## src/rtl/tom_ctl.sv

```systemverilog
// -----------------------------------------------------------------------------
// tom_ctl -- sprite motion controller for "Tom".
//
// The sprite moves left/right and jumps under a simple gravity model. All
// motion is frame-paced: position, velocity and state change only on the
// clk edge that sees the rising edge of vblnk (one update per video frame).
//
// Ports
//   clk          system clock (single domain)
//   rst          asynchronous reset, active low
//   vblnk        vertical blanking from the VGA timing chain
//   left         move-left request (level)
//   right        move-right request (level)
//   jump         jump request (level)
//   tom_x        sprite top-left x (registered)
//   tom_y        sprite top-left y (registered)
//   airborne     high while rising or falling (registered)
//   facing_left  last horizontal direction, 1 = left (registered)
// -----------------------------------------------------------------------------
module tom_ctl #(
    parameter int START_X  = 100,
    parameter int GROUND_Y = 450,
    parameter int X_MIN    = 0,
    parameter int X_MAX    = 736,
    parameter int STEP     = 4,
    parameter int JUMP_V0  = 16,
    parameter int GRAVITY  = 1,
    parameter int VMAX     = 16
) (
    input  logic       clk,
    input  logic       rst,
    input  logic       vblnk,
    input  logic       left,
    input  logic       right,
    input  logic       jump,
    output logic [9:0] tom_x,
    output logic [9:0] tom_y,
    output logic       airborne,
    output logic       facing_left
);

    typedef enum logic [1:0] {
        GROUND = 2'd0,
        RISE   = 2'd1,
        FALL   = 2'd2
    } state_t;

    // Sized copies of the parameters so every compare/add is width-matched.
    localparam logic signed [10:0] STEP_S   = 11'(STEP);
    localparam logic signed [10:0] XMIN_S   = 11'(X_MIN);
    localparam logic        [10:0] XMAX_11  = 11'(X_MAX);
    localparam logic        [10:0] GND_11   = 11'(GROUND_Y);
    localparam logic        [6:0]  GRAV_7   = 7'(GRAVITY);
    localparam logic        [5:0]  GRAV_6   = 6'(GRAVITY);
    localparam logic        [6:0]  VMAX_7   = 7'(VMAX);

    state_t     state, state_nx;
    logic [5:0] vel, vel_nx;
    logic [9:0] x_nx, y_nx;
    logic       fl_nx;
    logic       vblnk_q;
    logic       tick;

    // One tick per frame: vblnk rising edge. vblnk_q resets high so a vblnk
    // already asserted when reset releases does not look like a new edge.
    assign tick = vblnk & ~vblnk_q;

    // ---------------------------------------------------------------- horizontal
    // Left step is done in 11-bit signed so x < STEP goes negative and clamps
    // to X_MIN instead of wrapping to a large unsigned value.
    logic signed [10:0] x_dec;
    logic        [10:0] x_inc;

    assign x_dec = $signed({1'b0, tom_x}) - STEP_S;
    assign x_inc = {1'b0, tom_x} + 11'(STEP);

    always_comb begin
        x_nx  = tom_x;
        fl_nx = facing_left;
        if (left && !right) begin
            x_nx  = (x_dec < XMIN_S) ? 10'(X_MIN) : x_dec[9:0];
            fl_nx = 1'b1;
        end else if (right && !left) begin
            x_nx  = (x_inc > XMAX_11) ? 10'(X_MAX) : x_inc[9:0];
            fl_nx = 1'b0;
        end
    end

    // ------------------------------------------------------------------ vertical
    // Falling: accelerate by GRAVITY, capped at VMAX, then test for landing
    // with one extra bit of headroom on the sum.
    logic [6:0]  v_inc;
    logic [5:0]  v_fall;
    logic [10:0] y_fall;

    assign v_inc  = {1'b0, vel} + GRAV_7;
    assign v_fall = (v_inc > VMAX_7) ? 6'(VMAX) : v_inc[5:0];
    assign y_fall = {1'b0, tom_y} + {5'b0, v_fall};

    always_comb begin
        state_nx = state;
        vel_nx   = vel;
        y_nx     = tom_y;
        case (state)
            GROUND: begin
                // Take-off tick only arms the velocity; y moves from the next tick.
                if (jump) begin
                    state_nx = RISE;
                    vel_nx   = 6'(JUMP_V0);
                end
            end
            RISE: begin
                if ({4'b0, vel} > tom_y) begin
                    // Would go above the screen top: pin to row 0 and start falling.
                    y_nx     = '0;
                    vel_nx   = '0;
                    state_nx = FALL;
                end else begin
                    y_nx = tom_y - {4'b0, vel};
                    // <= rather than == keeps a GRAVITY larger than the
                    // remaining velocity from underflowing vel.
                    if (vel <= GRAV_6) begin
                        vel_nx   = '0;
                        state_nx = FALL;
                    end else begin
                        vel_nx = vel - GRAV_6;
                    end
                end
            end
            FALL: begin
                // jump is not looked at here, so holding it through the
                // landing tick cannot retrigger until the following tick.
                if (y_fall >= GND_11) begin
                    y_nx     = 10'(GROUND_Y);
                    vel_nx   = '0;
                    state_nx = GROUND;
                end else begin
                    y_nx   = y_fall[9:0];
                    vel_nx = v_fall;
                end
            end
            default: begin
                y_nx     = 10'(GROUND_Y);
                vel_nx   = '0;
                state_nx = GROUND;
            end
        endcase
    end

    // --------------------------------------------------------------- registers
    always_ff @(posedge clk or negedge rst) begin
        if (!rst) begin
            vblnk_q     <= 1'b1;
            tom_x       <= 10'(START_X);
            tom_y       <= 10'(GROUND_Y);
            state       <= GROUND;
            vel         <= '0;
            airborne    <= 1'b0;
            facing_left <= 1'b0;
        end else begin
            vblnk_q <= vblnk;
            if (tick) begin
                tom_x       <= x_nx;
                facing_left <= fl_nx;
                tom_y       <= y_nx;
                vel         <= vel_nx;
                state       <= state_nx;
                airborne    <= (state_nx != GROUND);
            end
        end
    end

endmodule

```

## config.mk

```make
export PLATFORM = sky130hd
export DESIGN_NAME = tom_ctl
export DESIGN_NICKNAME = d
export VERILOG_FILES = /design/src/rtl/tom_ctl.sv
export SDC_FILE = /design/constraint.sdc
export NUM_CORES = 1
export LEC_CHECK = 0
export ABC_AREA = 1
export BUFFER_PORTS_ARGS = -buffer_cell sky130_fd_sc_hd__buf_2
export CAP_MARGIN = 20
export CORE_AREA = 2 2 112 60
export CTS_BUF_LIST = sky130_fd_sc_hd__clkbuf_4 sky130_fd_sc_hd__clkbuf_8 sky130_fd_sc_hd__clkbuf_16
export DETAILED_ROUTE_END_ITERATION = 12
export DIE_AREA = 0 0 114 62
export GPL_TIMING_DRIVEN = 1
export MAX_ROUTING_LAYER = met4
export PLACE_DENSITY_LB_ADDON = 0.05
export SLEW_MARGIN = 20
export SYNTH_ARGS = -nofsm -noshare
export SYNTH_HDL_FRONTEND = slang
export SYNTH_SLANG_ARGS = --single-unit
```

## constraint.sdc

```tcl
create_clock -name clk -period 2.9 [get_ports clk]
set_clock_uncertainty 0.2 [all_clocks]
set_input_delay 0.29 -clock clk [delete_from_list [all_inputs] [get_ports clk]]
set_output_delay 0.29 -clock clk [all_outputs]
set_load 0.1 [all_outputs]
```

==> run metrics, run 1 <==
outcome finished, violations left; failing checks negative setup slack; Post-synth ARST share 1.00; Gate Count Post-Synth 438; met2 Usage GRT 0.350; global-route wire length before repair 14700 um; busiest layer in global routing met1; total clock sinks 29; Crit path required time 2.90 ns; Most common cell on crit path nand2_1; Clock Latency Late Sink 0.28 ns; share of cells above drive strength 1 0.341; ANT cells 0; via count 3215; cell family with most CP delay simple AND/OR/NAND/NOR gates; overflow left after global routing 0; Worst path slowest cell dfrtp_2; Chip Height 62 um; grt met1 use 0.462; RSZ-0062 raised after global routing true; endpoint class of the critical path register; area share of the largest cell type after synthesis 0.179; GRT met3 Usage 0.0698; setup TNS -3.91 ns; critical path class register to register; CTS max path bufs 2; Post-Syn Area 2940 sq um; drt total wl 9510 um; htree depth 2; Site Rows 21; fin crit share 1.10; chip width 114 um; DR iter-0 viols 305; Peak Freq 312 MHz; Tightest Pin Transition 0.689 ns; Slew Limit Fails 0; post-layout util 0.637; worst path cell trace ha_4, nand2_4, o21ai_4, o21ai_2, nand3_2, nor2_2, ha_2, inv_2, fa_2, inv_4, nand2_1, a21oi_2, nand3_1, nor2_1, nand2_1, nand4_4, nand3_1, o21ai_1, nand2_1, nand2_1; DP HPWL 7190 um; Post-route DRC 0; full die area 7070 sq um; Yosys cell types 43; wire per inst 15.9 um; routability cong. 0.936; Post-synth top flop dfrtp_1; number of antenna violations at the first check in global routing 0; 1st-pass router iterations 5; Worst setup SP type register; Final Hold Violating Endpoints 0; Clock transition at path regs 0.05 ns; vias in the first global route 2777; Max-slew headroom 0.541; max-cap viol count 0; min-delay worst type primary input to register; area growth from synthesis to layout 35.5%; Buffers on Ports 25; Critical Path AT 3.20 ns; CTS tree built; DP Worst Slack -0.323 ns; post-layout min period 3.20 ns; CTS root buf clkbuf_16; vias per cell 5.37; syn_area_per_cell 6.71 sq um; final setup fails 17; worst path bufs/invs 2; Post-synth EDFFs 0; most numerous cell in the Yosys netlist nand2_1; final worst slack -0.304 ns; fin nets 548; Area contributors post-synth dfrtp_1 18%, nand2_1 15%, ha_1 9.4%; Core Region 6250 sq um; Yosys reg bits 29; Commonest cells post-synth 115 x nand2_1, 63 x inv_1, 47 x nand3_1; largest net degree at the start of global routing 30; GRT Overall Usage 0.289; Layout Cell Area excl Fill 3980 sq um; Max stage delay on crit path 0.46 ns; Num CTS Buffers 5; sequential area share after synthesis 0.250; placed cell areas 3460 sq um; Initial Util 0.470; Synth warnings 0; Max FO, Critical Path 6; Synth area leader dfrtp_1; # IOs 28; Detail Route Antenna Nets 0
cell families (layout without fill, tap and decap cells):
family | after synthesis | count (layout) | synth area share
buffers and inverters | 78 | 156 | 0.109
other | 1 | 3 | 0.00128
and+or+nand+nor | 226 | 226 | 0.346
DFF | 29 | 29 | 0.250
adders and majority gates | 24 | 24 | 0.107
AOI/OAI and AO/OA | 64 | 65 | 0.137
xor gates and xnor gates | 16 | 16 | 0.0502
final timing paths:
check                                 to  startpoint  slack (ns)  cells past startpoint
worst min-delay path            state[0]        jump        0.30                      7
min in group asynchronous       tom_y[4]         rst        0.39                      2
worst max-delay path              vel[2]      vel[0]       -0.30                     20
worst min register to register  airborne    airborne        0.31                      2
worst max register to register    vel[2]      vel[0]       -0.30                     20
max in group asynchronous         vel[2]         rst        1.62                      2
layout make-up:
type	count	area, sq um
clock buffer	7	153
tap	80	100
clock inverter	1	5.00
sequential	29	739
multi-input combinational	334	2180
fill	555	2270
timing repair buffer	80	551
inverter	68	260
timing repair:
action | CTS | global route
buffers inserted | 6 | 6
hold buffers | 2 | 0
gates resized for setup | 17 | 41
pin swaps | 5 | 10
gates cloned | 1 | 0
hold endpoints to repair | 22 | 0
endpoints found under the setup margin | 17 | 18
per-stage QoR:
stage / instances / hold slack, ns
floorplan: 440 / -0.206
global placement: 576 / 0.166
detailed placement: 576 / 0.172
CTS: 593 / 0.305
global route: 599 / 0.356
finish: 599 / 0.295
placed cells by master (no fill, tap or decap), types with 3 or more instances in the layout:
| cell type | instances |
|---|---|
| nand3_4 | 4 |
| buf_2 | 25 |
| o21ai_0 | 6 |
| a31oi_1 | 4 |
| dfrtp_2 | 3 |
| buf_4 | 51 |
| a21oi_1 | 16 |
| xor2_1 | 14 |
| nand2_2 | 17 |
| nand2_4 | 3 |
| o22ai_1 | 4 |
| inv_2 | 7 |
| a21oi_2 | 4 |
| nor2_1 | 35 |
| clkbuf_16 | 5 |
| nand4_1 | 7 |
| inv_1 | 58 |
| o21ai_4 | 4 |
| o21ai_1 | 8 |
| ha_4 | 4 |
| nand3_2 | 11 |
| dfstp_2 | 8 |
| dfrtp_1 | 18 |
| a22oi_1 | 4 |
| o21ai_2 | 7 |
| nor2_2 | 3 |
| ha_1 | 17 |
| nand3_1 | 34 |
| conb_1 | 3 |
| nand2_1 | 99 |
layer usage:
metal  vias to the layer above  part of all wire
met1                      1488              0.55
met3                         9             0.090
li1                       1580                 -
met2                       138              0.36
met5                         -                 0
met4                         0            0.0080
worst reg2reg max path, cell delays in order, from the launching register on:
cell	delay, ns
dfrtp_2	0.46
ha_4	0.19
nand2_4	0.09
o21ai_4	0.07
o21ai_2	0.08
nand3_2	0.12
nor2_2	0.12
ha_2	0.21
inv_2	0.04
fa_2	0.36
inv_4	0.09
nand2_1	0.09
a21oi_2	0.11
nand3_1	0.11
nor2_1	0.11
nand2_1	0.10
nand4_4	0.15
nand3_1	0.11
o21ai_1	0.10
nand2_1	0.06
nand2_1	0.11
state kept, by name, indices dropped and copies added (netlist names):
signal	count
tom_x	8
tom_y	10
state	2
airborne	1
facing_left	1
vel	6
vblnk_q	1
Power of run 1 is left out: the tool's default activity adds up to more than one toggle a clock period on the data nets, which glitch-free logic cannot reach.
==> run 2, diff against run 1 <==
--- a/config.mk
+++ b/config.mk
@@ -15,6 +15,7 @@
 export GPL_TIMING_DRIVEN = 1
 export MAX_ROUTING_LAYER = met4
 export PLACE_DENSITY_LB_ADDON = 0.05
+export SKIP_CTS_REPAIR_TIMING = 1
 export SLEW_MARGIN = 20
 export SYNTH_ARGS = -nofsm -noshare
 export SYNTH_HDL_FRONTEND = slang
==> run 2 against run 1 <==
  * Routed wire length increased by 0.39%
  * Critical path depth decreased by 1
  * Critical path type unchanged
  * Highest routed layer unchanged
  * The run still ends with negative setup slack left
  * Global-route usage decreased by 0.69 points
  * Flip-flop and latch count unchanged
  * Cell area increased by 0.19%
  * Core utilization increased by 0.12 points
  * Fmax decreased by 0.47%
==> run metrics, run 2 (same netlist as run 1, synthesis figures left out) <==
outcome finished, violations left; failing checks negative setup slack; # IOs 28 (unchanged); CTS root buf clkbuf_16; GRT Overall Usage 0.282 (-0.00694); Clock Latency Late Sink 0.28 ns (about the same); via count 3214 (-0.031%); Num CTS Buffers 5 (unchanged); global-route wire length before repair 14300 um (-2.4%); RSZ-0062 raised after global routing true; routability cong. 0.936 (unchanged); full die area 7070 sq um (unchanged); Site Rows 21 (unchanged); most common cell after layout, fill and taps aside nand2_1; R2R setup slack -0.32 ns (-0.02 ns); leading registers by flop count tom_y x10, tom_x x8, vel x6; 1st-pass router iterations 5 (unchanged); Peak Freq 311 MHz (-0.47%); fin nets 548 (unchanged); Max stage delay on crit path 0.53 ns (+0.07 ns); Final Hold Violating Endpoints 0 (unchanged); reg2reg path depth 19 (-5.0%); drt total wl 9550 um (+0.39%); Chip Height 62 um (unchanged); Biggest register tom_y; Critical R2R Capture vel[2]; Max FO, Critical Path 6 (unchanged); overflow left after global routing 0 (unchanged); fin crit share 1.11 (+0.00518); Clock transition at path regs 0.05 ns (about the same); Worst setup SP type register; vias per cell 5.37 (about the same); ANT cells 0 (unchanged); worst path bufs/invs 2 (unchanged); number of antenna violations at the first check in global routing 0 (unchanged); Detail Route Antenna Nets 0 (unchanged); endpoint class of the critical path register; post-layout min period 3.22 ns (+0.0150 ns); final worst slack -0.320 ns (-0.0150 ns); Critical Path End vel[2]; cell family with most CP delay simple AND/OR/NAND/NOR gates; share of cells above drive strength 1 0.362 (+0.0212); area growth from synthesis to layout 35.8%; worst path cell trace ha_4, nand2_4, o21ai_4, o21ai_2, nand3_2, nor2_2, ha_2, inv_2, fa_2, inv_2, a21oi_2, nand3_2, nor2_2, nand2_2, nand4_4, nand3_1, o21ai_1, nand2_1, nand2_1; Fillers 549 (-1.1%); Buffers on Ports 25 (unchanged); max-cap viol count 0 (unchanged); min-delay worst type primary input to register; Reg area 739 sq um (unchanged); Critical Path AT 3.22 ns (+0.02 ns); largest net degree at the start of global routing 30 (unchanged); Max-slew headroom 0.539 (-0.00145); area of the multi-input gates 2180 sq um (+0.29%); CTS tree built; DR iter-0 viols 307 (+0.66%); total clock sinks 29 (unchanged); post-layout util 0.638 (+0.00120); Initial Util 0.470 (unchanged); critical path class register to register; Crit. Startpoint vel[0]; commonest non-fill, non-tap cells in the layout 94 x nand2_1, 57 x inv_1, 53 x buf_4, 33 x nor2_1, 31 x nand3_1; Slew Limit Fails 0 (unchanged); Worst path slowest cell fa_2; CTS max path bufs 2 (unchanged); DP Worst Slack -0.323 ns (unchanged); final setup fails 17 (unchanged); wire per inst 15.9 um (+0.39%); hold_ws 0.305 ns (+0.00921 ns); Tightest Pin Transition 0.691 ns (+0.00218 ns); placed cell areas 3460 sq um (unchanged); Largest register FFs 10 (unchanged); htree depth 2 (unchanged); chip width 114 um (unchanged); DP HPWL 7190 um (unchanged); Crit path required time 2.90 ns (about the same); Layout Cell Area excl Fill 3990 sq um (+0.19%); Worst R2R Start vel[0]; Core Region 6250 sq um (unchanged); Post-route DRC 0 (unchanged); vias in the first global route 2668 (-3.9%); Crit path depth 19 (-5.0%)
-- run 2: routing by layer --
layer	share of wire	vias up	track usage
met5	0	-	-
met4	0.0050	0	0.0401
met2	0.36	145	0.332
met1	0.54	1480	0.463
li1	-	1580	-
met3	0.094	9	0.0630
-- run 2: metrics by stage --
step / TNS [ns] / cells
after floorplan: -0.134 / 440
after global placement: -4.03 / 576
after detailed placement: -4.38 / 576
after CTS: -4.82 / 584
after global routing: -7.22 / 599
final: -4.21 / 599
-- run 2: worst reg2reg max path, delay by kind of cell, from the launching register on --
family	cells	cell delay [ns]
flip-flops	1	0.46
AO/OA/AOI/OAI	4	0.36
buffers and inverters	2	0.09
AND/OR/NAND/NOR	10	1.07
adder cells (fa/ha/maj)	3	0.94
-- run 2: worst min-delay path by stage --
stage,start,end,slack [ns],cells past startpoint
2_1_floorplan,rst,airborne,-0.21,0
3_3_place_gp,rst,tom_x[9],0.17,1
3_5_place_dp,rst,tom_x[8],0.17,1
4_1_cts,rst,tom_y[4],-0.12,1
5_1_grt,airborne,airborne,0.35,2
6_report,jump,state[0],0.30,7
-- run 2: layout make-up --
cell class	count	area share
Sequential cell	29	0.185
Clock inverter	1	0.00125
Multi-Input combinational cell	333	0.547
Clock buffer	7	0.0382
Inverter	68	0.0646
Tap cell	80	0.0251
Timing Repair Buffer	81	0.139
Power of run 2 is left out for the same reason.
==> run 3, diff against run 2 <==
--- a/config.mk
+++ b/config.mk
@@ -5,13 +5,12 @@
 export SDC_FILE = /design/constraint.sdc
 export NUM_CORES = 1
 export LEC_CHECK = 0
-export ABC_AREA = 1
 export BUFFER_PORTS_ARGS = -buffer_cell sky130_fd_sc_hd__buf_2
 export CAP_MARGIN = 20
-export CORE_AREA = 2 2 112 60
+export CORE_AREA = 2 2 111 59
 export CTS_BUF_LIST = sky130_fd_sc_hd__clkbuf_4 sky130_fd_sc_hd__clkbuf_8 sky130_fd_sc_hd__clkbuf_16
 export DETAILED_ROUTE_END_ITERATION = 12
-export DIE_AREA = 0 0 114 62
+export DIE_AREA = 0 0 113 61
 export GPL_TIMING_DRIVEN = 1
 export MAX_ROUTING_LAYER = met4
 export PLACE_DENSITY_LB_ADDON = 0.05
==> run 3 against run 2 <==
  * The flow finishes with violations (design-rule violations, negative setup slack)
  * Register-to-register slack worse by 0.20 ns
  * Sequential share of layout area is 0.80 points higher
  * Core utilization is 1.1 points higher
  * Cell area is 4.0% lower
  * Clock-buffer cell count stayed put
  * Area after synthesis is 2.5% lower
  * Worst hold slack better by 0.0083 ns
  * First-iteration DRC count is 15% higher
  * Routed wire length is 3.1% higher
  * Critical endpoint is now tom_y[5]
  * Die area is 2.5% lower
  * Worst setup slack worse by 0.20 ns
  * Flip-flop and latch count stayed put
  * Largest cell class unchanged
==> run metrics, run 3 <==
overflow left after global routing 0 (unchanged); htree depth 2 (unchanged); Clock transition at path regs 0.06 ns (about the same); min-delay worst type register to register; Post-route DRC 1 (+1); met2 wire length 3550 um (+2.0%); wire per inst 19.1 um (+20%); fin crit share 1.18 (+0.0696); share of cells above drive strength 1 0.332 (-0.0304); ANT cells 0 (unchanged); Site Rows 20 (-4.8%); vias per cell 6.12 (+14%); Yosys cell types 67 (+56%); Synth warnings 0 (unchanged); routability cong. 1.07 (+14%); Num CTS Buffers 5 (unchanged); full die area 6890 sq um (-2.5%); endpoint class of the critical path register; Critical Path AT 3.40 ns (+0.18 ns); max-cap viol count 0 (unchanged); Max-slew headroom 0.531 (-0.00839); chip width 113 um (-0.88%); Chip Height 61 um (-1.6%); Area contributors post-synth dfrtp_1 18%, ha_1 9.6%, dfstp_2 7.3%; CTS max path bufs 2 (unchanged); Buffers on Ports 25 (unchanged); Crit path required time 2.88 ns (-0.02 ns); leading registers by flop count tom_y x10, tom_x x8, vel x6; commonest non-fill, non-tap cells in the layout 55 x buf_4, 28 x inv_1, 25 x buf_2, 24 x nand2_1, 24 x a21oi_1; CTS root buf clkbuf_16; drt total wl 9840 um (+3.1%); sequential area share after synthesis 0.257 (+0.00645); critical path class register to register; Gate Count Post-Synth 361 (-18%); Synth area leader dfrtp_1; most common cell after layout, fill and taps aside buf_4; setup TNS -6.45 ns (-2.25 ns); Clock Latency Late Sink 0.28 ns (about the same); post-layout min period 3.42 ns (+0.202 ns); CTS tree built; area share of the largest cell type after synthesis 0.183 (+0.00461); Yosys reg bits 29 (unchanged); Slew Limit Fails 0 (unchanged); most numerous cell in the Yosys netlist a21oi_1; Post-synth ARST share 1.00 (unchanged); via count 3144 (-2.2%); failing checks design-rule violations, negative setup slack; Initial Util 0.485 (+0.0152); number of antenna violations at the first check in global routing 0 (unchanged); Largest register FFs 10 (unchanged); global-route wire length before repair 14800 um (+3.6%); largest net degree at the start of global routing 30 (unchanged); Max FO, Critical Path 8 (+2); Max Used Layer met4; syn_area_per_cell 7.94 sq um (+18%); Tightest Pin Transition 0.704 ns (+0.0126 ns); DR iter-0 viols 354 (+15%); Core Region 5910 sq um (-5.6%); DP Worst Slack -0.475 ns (-0.152 ns); DR WL met3 1240 um (+38%); 1st-pass router iterations 9 (+4); Worst setup SP type register; # IOs 28 (unchanged); Post-synth top flop dfrtp_1; Biggest register tom_y; RSZ-0062 raised after global routing true; vias in the first global route 2677 (+0.34%); Commonest cells post-synth 29 x a21oi_1, 28 x inv_1, 26 x o21ai_0; Post-synth EDFFs 0 (unchanged); total clock sinks 29 (unchanged); fin nets 466 (-15%); area growth from synthesis to layout 33.8%; met1 WL 5010 um (-2.1%); hold_ws 0.313 ns (+0.00825 ns); outcome finished, violations left; GRT Overall Usage 0.298 (+0.0160); final setup fails 17 (unchanged); Post-Syn Area 2870 sq um (-2.5%); final worst slack -0.521 ns (-0.202 ns); Detail Route Antenna Nets 0 (unchanged); Peak Freq 292 MHz (-5.9%); Final Hold Violating Endpoints 0 (unchanged); DP HPWL 7300 um (+1.6%)
-- run 3: changes by cell type in the layout (fill, tap and decap cells not counted), moves of 8 or more --
cell	change
inv_1	-29
nor2_1	-10
nand2_1	-70
inv_2	-9
nand2_2	-23
nand3_1	-17
nand3_2	-14
o21ai_0	+12
nor3_1	+9
xor2_1	-10
o21ai_1	+13
a21oi_1	+8
-- run 3: final cells by class --
cell class / count / area (sq um)
Multi-Input combinational cell: 285 / 2130
Timing Repair Buffer: 86 / 603
Sequential cell: 29 / 741
Inverter: 29 / 109
Tap cell: 77 / 96.3
Clock inverter: 1 / 5.00
Clock buffer: 7 / 153
Fill cell: 490 / 2070
-- run 3: worst paths after layout --
path	startpoint	to	slack, ns	cells after the start
worst max-delay path	vel[1]	tom_y[5]	-0.52	15
worst min-delay path	facing_left	facing_left	0.31	2
worst max register to register	vel[1]	tom_y[5]	-0.52	15
worst min register to register	facing_left	facing_left	0.31	2
max in group asynchronous	rst	vel[0]	1.59	2
min in group asynchronous	rst	tom_y[9]	0.41	2
-- run 3: logic make-up (layout without fill, tap and decap cells) --
kind of cell	Yosys count	after routing	synth area share
multiplexers	3	3	0.0109
flip-flops	29	29	0.257
other	1	3	0.00131
adder cells (fa/ha/maj)	24	24	0.110
AND/OR/NAND/NOR	119	119	0.216
buffers and inverters	49	123	0.0729
AO/OA/AOI/OAI	128	128	0.308
XOR/XNOR	8	8	0.0245
-- run 3: metal layers --
| metal | vias to the layer above | GRT usage |
|---|---|---|
| met5 | - | - |
| met4 | 0 | 0.0470 |
| met3 | 4 | 0.0809 |
| met2 | 185 | 0.351 |
| met1 | 1472 | 0.482 |
| li1 | 1483 | - |
-- run 3: per-stage QoR --
step	area, sq um	utilization	std cells
after floorplan	2920	-	363
after global placement	3390	0.574	492
after detailed placement	3390	0.574	492
after CTS	3550	0.600	500
after global routing	3830	0.649	514
final	3830	0.649	514
-- run 3: critical path, cell delays in order (launching register included) --
cell and delay [ns]:
dfrtp_2 0.44, ha_4 0.17, and3_4 0.16, o21ai_1 0.14
nand2_1 0.12, nor2_2 0.13, ha_2 0.19, inv_1 0.05
fa_2 0.35, nor2b_2 0.15, o21ai_1 0.09, nand2b_1 0.14
xnor2_2 0.14, nand4b_1 0.19, a41o_4 0.39, o31ai_2 0.27
Power of run 3 is left out for the same reason.
